**config.mk**
```make
export PLATFORM = sky130hd
export DESIGN_NAME = mem_arbiter
export DESIGN_NICKNAME = d
export VERILOG_FILES = /design/src/rtl/mem_arb_pkg.sv /design/src/rtl/mem_arb_tag_pipe.sv /design/src/rtl/mem_arbiter.sv
export SDC_FILE = /design/constraint.sdc
export NUM_CORES = 1
export LEC_CHECK = 0
export CAP_MARGIN = 20
export CORE_AREA = 5 5 100 102
export DETAILED_ROUTE_END_ITERATION = 10
export DIE_AREA = 0 0 105 107
export GPL_ROUTABILITY_DRIVEN = 0
export HOLD_SLACK_MARGIN = 0.12
export PLACE_DENSITY = 0.77
export RECOVER_POWER = 25
export SLEW_MARGIN = 20
export SYNTH_ARGS = -nofsm -noshare
export SYNTH_HDL_FRONTEND = slang
export SYNTH_SLANG_ARGS = --single-unit
```
**constraint.sdc**
```tcl
create_clock -name clk -period 1.8 [get_ports clk]
set_clock_uncertainty 0.15 [all_clocks]
set_input_delay 0.18 -clock clk [delete_from_list [all_inputs] [get_ports clk]]
set_output_delay 0.18 -clock clk [all_outputs]
set_load 0.01 [all_outputs]
```
**src/rtl/mem_arb_pkg.sv**
```systemverilog
// mem_arbiter shared types: FSM states, port ids, read tag.
// Imported by mem_arbiter and mem_arb_tag_pipe.
package mem_arb_pkg;

  typedef enum logic [1:0] {
    ST_IDLE  = 2'b00,
    ST_GNT_I = 2'b01,
    ST_GNT_D = 2'b10
  } st_e;

  localparam logic PORT_I = 1'b0;
  localparam logic PORT_D = 1'b1;

  typedef struct packed {
    logic valid;
    logic owner;
  } rd_tag_t;

endpackage

```
**src/rtl/mem_arb_tag_pipe.sv**
```systemverilog
// RD_LAT-deep {valid,owner} shift register tracking SRAM reads.
// Synchronous active-low clear drops every in-flight tag.
module mem_arb_tag_pipe
  import mem_arb_pkg::*;
#(
  parameter int RD_LAT = 1
) (
  input  logic    clk,
  input  logic    rst_n,
  input  rd_tag_t i_tag,
  output rd_tag_t o_tag
);

  rd_tag_t r_pipe [RD_LAT];

  always_ff @(posedge clk) begin
    if (!rst_n) begin
      for (int k = 0; k < RD_LAT; k++)
        r_pipe[k] <= '0;
    end else begin
      r_pipe[0] <= i_tag;
      for (int k = 1; k < RD_LAT; k++)
        r_pipe[k] <= r_pipe[k-1];
    end
  end

  assign o_tag = r_pipe[RD_LAT-1];

endmodule

```
**src/rtl/mem_arbiter.sv**
```systemverilog
// Icache/dcache arbiter onto one SRAM with read-tag return routing.
// Define MEM_ARB_RR_EN for round-robin ties (default: D wins ties).
module mem_arbiter
  import mem_arb_pkg::*;
#(
  parameter int AW       = 16,
  parameter int DW       = 32,
  parameter int RD_LAT   = 1,
  parameter int MAX_HOLD = 8
) (
  input  logic          clk,
  input  logic          rst,
  input  logic          i_rden,
  input  logic          i_wren,
  input  logic [AW-1:0] i_rd_addr,
  input  logic [AW-1:0] i_wr_addr,
  input  logic [DW-1:0] i_wdata,
  output logic          i_gnt,
  output logic          i_rvalid,
  input  logic          d_rden,
  input  logic          d_wren,
  input  logic [AW-1:0] d_rd_addr,
  input  logic [AW-1:0] d_wr_addr,
  input  logic [DW-1:0] d_wdata,
  output logic          d_gnt,
  output logic          d_rvalid,
  output logic [DW-1:0] rdata,
  output logic          m_rden,
  output logic          m_wren,
  output logic [AW-1:0] m_rd_addr,
  output logic [AW-1:0] m_wr_addr,
  output logic [DW-1:0] m_wdata,
  input  logic [DW-1:0] m_rdata
);

  localparam int HW = (MAX_HOLD > 1) ? $clog2(MAX_HOLD) : 1;
  localparam bit PREEMPT = (MAX_HOLD != 0);
  localparam logic [HW-1:0] HOLD_TOP =
    (MAX_HOLD > 0) ? HW'(MAX_HOLD - 1) : '0;

  st_e           r_st;
  st_e           w_st_nxt;
  logic [HW-1:0] r_hold;
  logic          w_req_i;
  logic          w_req_d;
  logic          w_tie_d;
  logic          w_hold_top;
  rd_tag_t       w_tag_in;
  rd_tag_t       w_tag_out;

  assign w_req_i    = i_rden | i_wren;
  assign w_req_d    = d_rden | d_wren;
  assign w_hold_top = PREEMPT && (r_hold == HOLD_TOP);

`ifdef MEM_ARB_RR_EN
  logic r_last;

  always_ff @(posedge clk) begin
    if (!rst)
      r_last <= PORT_I;
    else if (w_st_nxt != r_st && w_st_nxt != ST_IDLE)
      r_last <= (w_st_nxt == ST_GNT_D) ? PORT_D : PORT_I;
  end

  assign w_tie_d = (r_last == PORT_I);
`else
  assign w_tie_d = 1'b1;
`endif

  always_ff @(posedge clk) begin
    if (!rst) begin
      r_st   <= ST_IDLE;
      r_hold <= '0;
    end else begin
      r_st <= w_st_nxt;
      if (w_st_nxt != r_st)
        r_hold <= '0;
      else if (r_st != ST_IDLE && PREEMPT && !w_hold_top)
        r_hold <= r_hold + 1'b1;
    end
  end

  always_comb begin
    w_st_nxt = r_st;
    unique case (r_st)
      ST_IDLE: begin
        if (w_req_i && w_req_d)
          w_st_nxt = w_tie_d ? ST_GNT_D : ST_GNT_I;
        else if (w_req_d)
          w_st_nxt = ST_GNT_D;
        else if (w_req_i)
          w_st_nxt = ST_GNT_I;
      end
      ST_GNT_I: begin
        if (!w_req_i)
          w_st_nxt = w_req_d ? ST_GNT_D : ST_IDLE;
        else if (w_req_d && w_hold_top)
          w_st_nxt = ST_GNT_D;
      end
      ST_GNT_D: begin
        if (!w_req_d)
          w_st_nxt = w_req_i ? ST_GNT_I : ST_IDLE;
        else if (w_req_i && w_hold_top)
          w_st_nxt = ST_GNT_I;
      end
      default: w_st_nxt = ST_IDLE;
    endcase
  end

  assign i_gnt = (r_st == ST_GNT_I);
  assign d_gnt = (r_st == ST_GNT_D);

  always_comb begin
    m_rden    = 1'b0;
    m_wren    = 1'b0;
    m_rd_addr = '0;
    m_wr_addr = '0;
    m_wdata   = '0;
    unique case (1'b1)
      i_gnt: begin
        m_rden    = i_rden;
        m_wren    = i_wren;
        m_rd_addr = i_rd_addr;
        m_wr_addr = i_wr_addr;
        m_wdata   = i_wdata;
      end
      d_gnt: begin
        m_rden    = d_rden;
        m_wren    = d_wren;
        m_rd_addr = d_rd_addr;
        m_wr_addr = d_wr_addr;
        m_wdata   = d_wdata;
      end
      default: ;
    endcase
  end

  // Tag the read with its issuer so the data returns there after a switch
  assign w_tag_in.valid = m_rden;
  assign w_tag_in.owner = d_gnt ? PORT_D : PORT_I;

  mem_arb_tag_pipe #(
    .RD_LAT (RD_LAT)
  ) u_tag_pipe (
    .clk   (clk),
    .rst_n (rst),
    .i_tag (w_tag_in),
    .o_tag (w_tag_out)
  );

  assign i_rvalid = w_tag_out.valid && (w_tag_out.owner == PORT_I);
  assign d_rvalid = w_tag_out.valid && (w_tag_out.owner == PORT_D);
  assign rdata    = m_rdata;

endmodule

```
After elaboration in Yosys (flattened, before gate mapping) --
Memory sizes are Yosys's and may differ from the RTL's. Index checks and enable logic that the tools add are counted.
Operators by class: reduce and logical (&&, ||, !) cells 11, equal/unequal tests 4, $add $sub $neg 1, muxes and demuxes 20, bitwise logic cells 4
Operator list (count):
- one-hot mux 16 bit (2 select lines) | 2
- one-hot mux 32 bit (2 select lines) | 1
- 2-to-1 mux 2 bit | 9
- logical AND 1 bit | 6
- one-hot mux 2 bit (3 select lines) | 1
- 2-to-1 mux 1 bit | 5
- one-hot mux 1 bit (2 select lines) | 2
- OR reduction 2 bit | 2
- adder 3 x 1 -> 3 bit, second input constant | 1
- == test 3 bit, second input constant | 1
- == test 2 x 1 -> 1 bit, second input constant | 1
- == test 2 bit, second input constant | 1
- zero test 2 bit | 1
- inequality test 2 bit | 1
- NOT 1 bit | 2
- OR 1 bit | 2
- nonzero test 2 bit | 1
- zero test 1 bit | 1
Word-level totals: logic and storage cells 43, RAM bits 2, register bits after elaboration 5, memories 1, output and inout port bits 102
Memories:
- u_tag_pipe.r_pipe | words 1, width 2, read ports 1, clocked after memory_dff 0, write ports 1, RTL line mem_arb_tag_pipe.sv:14 | rd_tag_t r_pipe [RD_LAT];

Longest topological paths before layout --
Gate-level depths: netlist of the first run.
depth in word-level cells 7, mapped depth 7, mapped depth without buffers 6

Cells and area by module --
Synthesis of the first run repeated with hierarchy kept, for this count alone.
Second synthesis, totals: cells, all modules 240, area total of the unflattened synthesis 1730.4 µm²
Modules (own cells, without submodules):
- mem_arbiter | cells each 236, instances 1, area an instance 1677.9 µm²
- mem_arb_tag_pipe | cells each 4, instances 1, area an instance 52.6 µm²

Worst setup path before layout of the first run --
OpenSTA, ideal clock, no wires.
path type flip-flop to output port, start point register r_st[0], end point output port m_wr_addr[13], arrival time 1.596 ns, buffers on the path 3, cell stages (with the launch flop) 8, path slack -0.126 ns, path through dfxtp_1 -> inv_1 -> ha_1 -> buf_2 -> clkbuf_1 -> buf_2 -> a22oi_1 -> nor2b_1
On the way: cells in the longest elaborated chain, start to end 2, elaborated cells on any way between the ends 3, classes of those cells 2 x eq/ne; 1 x mux
Ends and longest elaborated chain:
- from (decl) | RTL line mem_arbiter.sv:41 | st_e r_st;
- from (signal assigned) | RTL line mem_arbiter.sv:75 | r_st <= w_st_nxt;
- == test 2 bit | RTL line mem_arbiter.sv:111 | assign d_gnt = (r_st == ST_GNT_D);
- named net d_gnt | RTL line mem_arbiter.sv:25 | output logic d_gnt,
- one-hot mux 16 bit (2 select lines) | RTL line mem_arbiter.sv:119 | unique case (1'b1)
- to (decl) | RTL line mem_arbiter.sv:31 | output logic [AW-1:0] m_wr_addr,
The timed path passes the listed nets, and every way through them passes these cells.

Worst setup path in the final report of the first run --
start point register r_st[0], end point output port m_rd_addr[12]
On the way: cells in the longest elaborated chain, start to end 2, elaborated cells on any way between the ends 3, classes of those cells 2 x eq/ne; 1 x mux
Ends and longest elaborated chain:
- == test 2 bit or == test 2 x 1 -> 1 bit (tied branches) | RTL line mem_arbiter.sv:111, mem_arbiter.sv:110
- one-hot mux 16 bit (2 select lines) * | RTL line mem_arbiter.sv:119
- to (decl) | RTL line mem_arbiter.sv:30 | output logic [AW-1:0] m_rd_addr,
Every way passes the cells marked *; elsewhere a longest branch is shown, timed or not.

==> results of run 1 <==
## registers in the layout (all words and copies together), names as in the netlist
signal             flops
r_hold                 3
r_st                   2
u_tag_pipe.r_pipe      2
## final timing paths
kind	start	cells past startpoint	end
max	r_st[0]	8	m_rd_addr[12]
max reg2reg	r_st[0]	8	r_hold[0]
min	m_rdata[20]	0	rdata[20]
min reg2reg	r_st[1]	3	r_st[1]
## cell families after synthesis
group | count (synthesis) | share of synthesized area, %
AO/OA/AOI/OAI | 82 | 34.5
AND/OR/NAND/NOR | 92 | 30.8
multiplexers | 3 | 2.08
buffers and inverters | 59 | 20.2
adder cells (fa/ha/maj) | 6 | 4.16
flip-flops | 7 | 7.76
XOR/XNOR | 1 | 0.485
## area by class of cell
cell class	count	area, um2	share of cell area [%]
sequential	7	148	3.04
clock buffer	4	45.0	0.928
multi-input combinational	184	1760	36.3
inverter	2	12.5	0.258
tap	111	139	2.86
timing repair buffer	273	2750	56.6
## synth_stat cells (4+ instances only)
| library cell | instances | share of area (%) |
|---|---|---|
| clkbuf_1 | 14 | 2.9 |
| nor2_1 | 5 | 1.0 |
| ha_1 | 6 | 4.2 |
| dfxtp_1 | 7 | 7.8 |
| nor2b_1 | 67 | 23 |
| nand3_1 | 5 | 1.4 |
| o21ai_0 | 4 | 1.1 |
| buf_2 | 7 | 1.9 |
| buf_4 | 32 | 13 |
| a22oi_1 | 66 | 27 |
## metrics by stage
step | TNS, ps | cells | util, % | instance area [um2]
6_report | -3500 | 581 | 53.8 | 4850
3_5_place_dp | -16450 | 527 | 42.7 | 3850
2_1_floorplan | 0 | 250 | - | 1840
3_3_place_gp | -15290 | 527 | 42.7 | 3850
5_1_grt | -7210 | 581 | 53.8 | 4850
4_1_cts | -3420 | 560 | 47.4 | 4270
## power breakdown
group | switching [mW] | internal (mW) | leakage [nW] | total, mW
combinational | 0.764 | 1.24 | 1.81 | 2.00
sequential | 0.0122 | 0.169 | 0.0584 | 0.181
clock | 0.0683 | 0.153 | 0.0228 | 0.222
total | 0.844 | 1.56 | 1.89 | 2.41
## timing repair
action / 4_1_cts / 5_1_grt
setup buffers: 24 / 13
resized for setup: 357 / 60
cloned: 6 / 10
pin swaps: 29 / 15
hold buffers: 0 / 0
endpoints found under the setup margin: 71 / 69
## metal layers
layer  track usage [%]  share of wire [%]  up-vias
met5                 0                  0        -
met4              5.30                1.6        0
met3              4.88                9.0       25
met2              32.1                 54      149
met1              15.2                 35     1326
li1                  -                  -     1320
## placed cells by master, fill, tap and decap left out, types with 2 or more instances in the layout
| cell type | n |
|---|---|
| buf_16 | 5 |
| nand3_1 | 5 |
| clkbuf_16 | 7 |
| buf_8 | 4 |
| inv_4 | 2 |
| buf_12 | 11 |
| dfxtp_1 | 5 |
| a21boi_1 | 2 |
| clkbuf_8 | 3 |
| nor2b_1 | 47 |
| and2_1 | 3 |
| buf_2 | 57 |
| clkdlybuf4s50_1 | 135 |
| mux2_2 | 2 |
| a22oi_2 | 59 |
| nor2b_4 | 11 |
| nor2b_2 | 9 |
| o21ai_0 | 3 |
| buf_4 | 24 |
| nand2_1 | 3 |
| nor2_1 | 5 |
| o41a_1 | 2 |
| dfxtp_4 | 2 |
| buf_6 | 29 |
| ha_1 | 2 |
| ha_4 | 3 |
| nor4_2 | 3 |
| a22oi_1 | 7 |
## critical path: stages, from the launching register on
cell     delay [ps]
dfxtp_4         350
buf_6           120
ha_4            180
buf_12          140
buf_12          130
buf_6           110
a22oi_2         150
nor2b_1          70
buf_2           140
==> run metrics, run 1 <==
RSZ-0062 raised after global routing=true; dominant synthesized flop cell=dfxtp_1; pre-CTS setup slack=-325 ps; largest fanout on the critical path=5; fin crit share=109%; Synth Instances=250; startpoint types=register; register area share after synthesis=7.76%; CTS clock-pin slew for the worst setup and hold paths=40 ps; die width=105 um; GRT overflow=0; Post-synth EDFFs=0; setup ws final=-154 ps; # DRC=0; Clock Path Buffers=2; TritonCTS clock tree=built; WS Path Type=reg -> out; setup violators final=68; Yosys cell types=36; Power Density=495 nW/um2; outcome=complete, but fails checks; violated checks=setup timing; Hold Slack=210 ps; synthesized area=1810 um2; Nets=643; syn avg cell area=7.22 um2; clk_lat worst skew=230 ps; initial antenna violation count=0; layout cells sized above 1=50.4%; synth warn=0; detailed placement HPWL=7.26 mm; Fmax=512 MHz; r2r setup slk=-70 ps; Area growth, synth to finish=169%; die area=11200 um2; global-route wire length before repair=14.7 mm; post-layout minimum cycle time=1950 ps; largest net degree at the start of global routing=31; Pins Over Slew Limit=0; Post-synth ARST share=0%; Iter 0 DRT Violations=113; class of the worst hold path=in -> out; vias per std cell=4.85; IO Port Bufs=203; Final Hold Viols=0; H-tree Lvls=1; Fill cells=808; diodes inserted=0; Die H=107 um; vias in the first global route=2911; Initial Util=20.0%; Total Power=2.41 mW; max_cap viols=0; Synth Register Bits=7; DR pass1 iterations=4; CTS root buf=clkbuf_8; CP Data Required Time=1470 ps; leakage power=1.89 nW; slew at the pin with the worst max-slew slack=333 ps; TritonCTS Sinks=7; via count=2820; Final ANT Viol Nets=0; headroom to the max-slew limit=77.7%; CTS buffer count=3; Routed WL per cell=19.2 um; GRT Util Overall=16.0%; routed wire length=11.1 mm; worst path arrival time=1620 ps; syn nets=422; worst vdd ir=0.185 mV; Rows=35; CP Capture Type=primary output; # IOs=268; CORE AREA=9020 um2
(Power assumes the default switching activity.)
==> run 2, diff against run 1 <==
--- a/config.mk
+++ b/config.mk
@@ -13,6 +13,7 @@
 export HOLD_SLACK_MARGIN = 0.12
 export PLACE_DENSITY = 0.77
 export RECOVER_POWER = 25
+export REMOVE_ABC_BUFFERS = 1
 export SLEW_MARGIN = 20
 export SYNTH_ARGS = -nofsm -noshare
 export SYNTH_HDL_FRONTEND = slang
==> constraint.sdc (replaced) <==
create_clock -name clk -period 1.6 [get_ports clk]
set_clock_uncertainty 0.15 [all_clocks]
set_input_delay 0.16 -clock clk [delete_from_list [all_inputs] [get_ports clk]]
set_output_delay 0.16 -clock clk [all_outputs]
set_load 0.01 [all_outputs]
==> run 2 against run 1 <==
Effect of this change: the run still ends with setup timing left; setup slack got worse by 170 ps; first-iteration DRC count rose by 53%; cell count fell by 1.7%; utilization fell by 1.3 points; die area did not move; register-to-register slack got worse by 190 ps; total power rose by 6.0%; critical path type unchanged; critical endpoint is now m_rden; largest power group unchanged.
==> run metrics, run 2 (synthesis results as in run 1) <==
max FFs per register=3; WS Path Type=reg -> out; CTS buffer count=3; CTS clock-pin slew for the worst setup and hold paths=40 ps; Initial Util=20.0%; Die H=107 um; Routed WL per cell=22.2 um; CP dominant cell by count=buf_6; CORE AREA=9020 um2; RSZ-0062 raised after global routing=true; Slowest cell on crit path=dfxtp_4; GRT overflow=0; Iter 0 DRT Violations=173; setup violators final=73; CP Capture Type=primary output; Hold Slack=170 ps; initial antenna violation count=0; startpoint types=register; violated checks=setup timing; vias per std cell=5.03; Nets=633; Critical Path Max Stage Delay=350 ps; slew at the pin with the worst max-slew slack=354 ps; Fill cells=787; vias in the first global route=3145; Pins Over Slew Limit=0; detailed placement HPWL=8.32 mm; diodes inserted=0; routed wire length=12.7 mm; headroom to the max-slew limit=76.2%; max_cap viols=0; Power Density=538 nW/um2; outcome=complete, but fails checks; Largest regs=r_hold (3), r_st (2), u_tag_pipe.r_pipe (2); Fmax=519 MHz; clk_lat worst skew=220 ps; fin crit share=120%; class of the worst hold path=in -> out; via count=2872; Rows=35; leakage power=1.83 nW; worst path arrival time=1620 ps; Area growth, synth to finish=162%; most frequent cells in the layout=134 x clkdlybuf4s50_1, 65 x a22oi_2, 53 x buf_2, 52 x nor2b_1, 32 x buf_6; CP Data Required Time=1290 ps; TritonCTS clock tree=built; largest net degree at the start of global routing=24; Hold Buf Count CTS=0; # DRC=0; CP cell instances=inv_6, ha_4, buf_6, buf_8, buf_6, a22oi_2, nor2b_1, buf_2; IO Port Bufs=203; placed cell count=533; DR pass1 iterations=5; die area=11200 um2; post-layout minimum cycle time=1930 ps; Clock Path Buffers=2; CTS root buf=clkbuf_8; largest fanout on the critical path=7; Final ANT Viol Nets=0; layout cells sized above 1=50.2%; global-route wire length before repair=18.3 mm; Final Hold Viols=0; H-tree Lvls=1; commonest non-fill, non-tap cell in the layout=clkdlybuf4s50_1; die width=105 um; TritonCTS Sinks=7; worst vdd ir=0.217 mV; setup ws final=-328 ps; # IOs=268; GRT Util Overall=20.6%; Top reg by flops=r_hold; non-filler instance count after layout=571
-- run 2: cell count changes in the layout (fill, tap and decap cells not counted), moves of 4 or more --
cell / delta
a22oi_2: +6
nor2b_2: -4
nor2b_1: +5
buf_2: -4
clkbuf_16: -7
a22oi_1: -6
-- run 2: report_power, final --
part,total [mW],leakage (nW),internal [mW],switching [mW]
Combinational,2.10,1.74,1.26,0.844
Sequential,0.204,0.0584,0.190,0.0140
Clock,0.245,0.0228,0.172,0.0728
Total,2.55,1.83,1.62,0.931
-- run 2: final timing paths --
check	startpoint	cells past startpoint	end	slack, ps
min reg2reg	r_hold[0]	4	r_hold[0]	510
max	r_st[0]	8	m_rden	-330
max reg2reg	r_st[0]	9	r_hold[1]	-260
min	m_rdata[20]	0	rdata[20]	170
-- run 2: critical path, delay by kind of cell (launching register included) --
kind                     cells  cell delay [ps]
AND/OR/NAND/NOR              1              230
AO/OA/AOI/OAI                1               40
flip-flops                   1              350
buffers and inverters        5              590
adder cells (fa/ha/maj)      1              180
-- run 2: through the flow --
stage	power, mW	worst slack, ps	setup TNS, ps	instance area (um2)	util (%)
6_report	2.55	-328	-14690	4740	52.5
5_1_grt	2.69	-373	-18830	4740	52.5
4_1_cts	2.51	-323	-16700	4610	51.1
3_5_place_dp	1.63	-506	-32440	3870	42.9
3_3_place_gp	1.61	-474	-29170	3870	42.9
2_1_floorplan	0.781	-1320	-72240	1450	-
-- run 2: repair_timing --
item                       in CTS  in global routing
setup buffers                  20                  9
setup endpoints to repair      73                 75
gates cloned                   13                  0
resized for setup             388                 48
pin swaps                      25                 32
-- run 2: cell type report --
type / instances / area, um2 / area share (%)
clock buffers: 4 / 45.0 / 0.951
inverters: 2 / 15.0 / 0.317
multi-input cells: 184 / 1780 / 37.6
flip-flops and latches: 7 / 148 / 3.12
well taps: 111 / 139 / 2.93
repair buffers: 263 / 2610 / 55.0
-- run 2: layer usage --
layer | share of wire (%) | routed length (um) | global-route usage, % | vias up
li1 | - | - | - | 1305
met1 | 40 | 5010 | 25.0 | 1374
met2 | 49 | 6190 | 34.3 | 181
met3 | 11 | 1340 | 9.15 | 12
met4 | 0.92 | 116 | 2.83 | 0
met5 | 0 | 0 | 2.86 | -
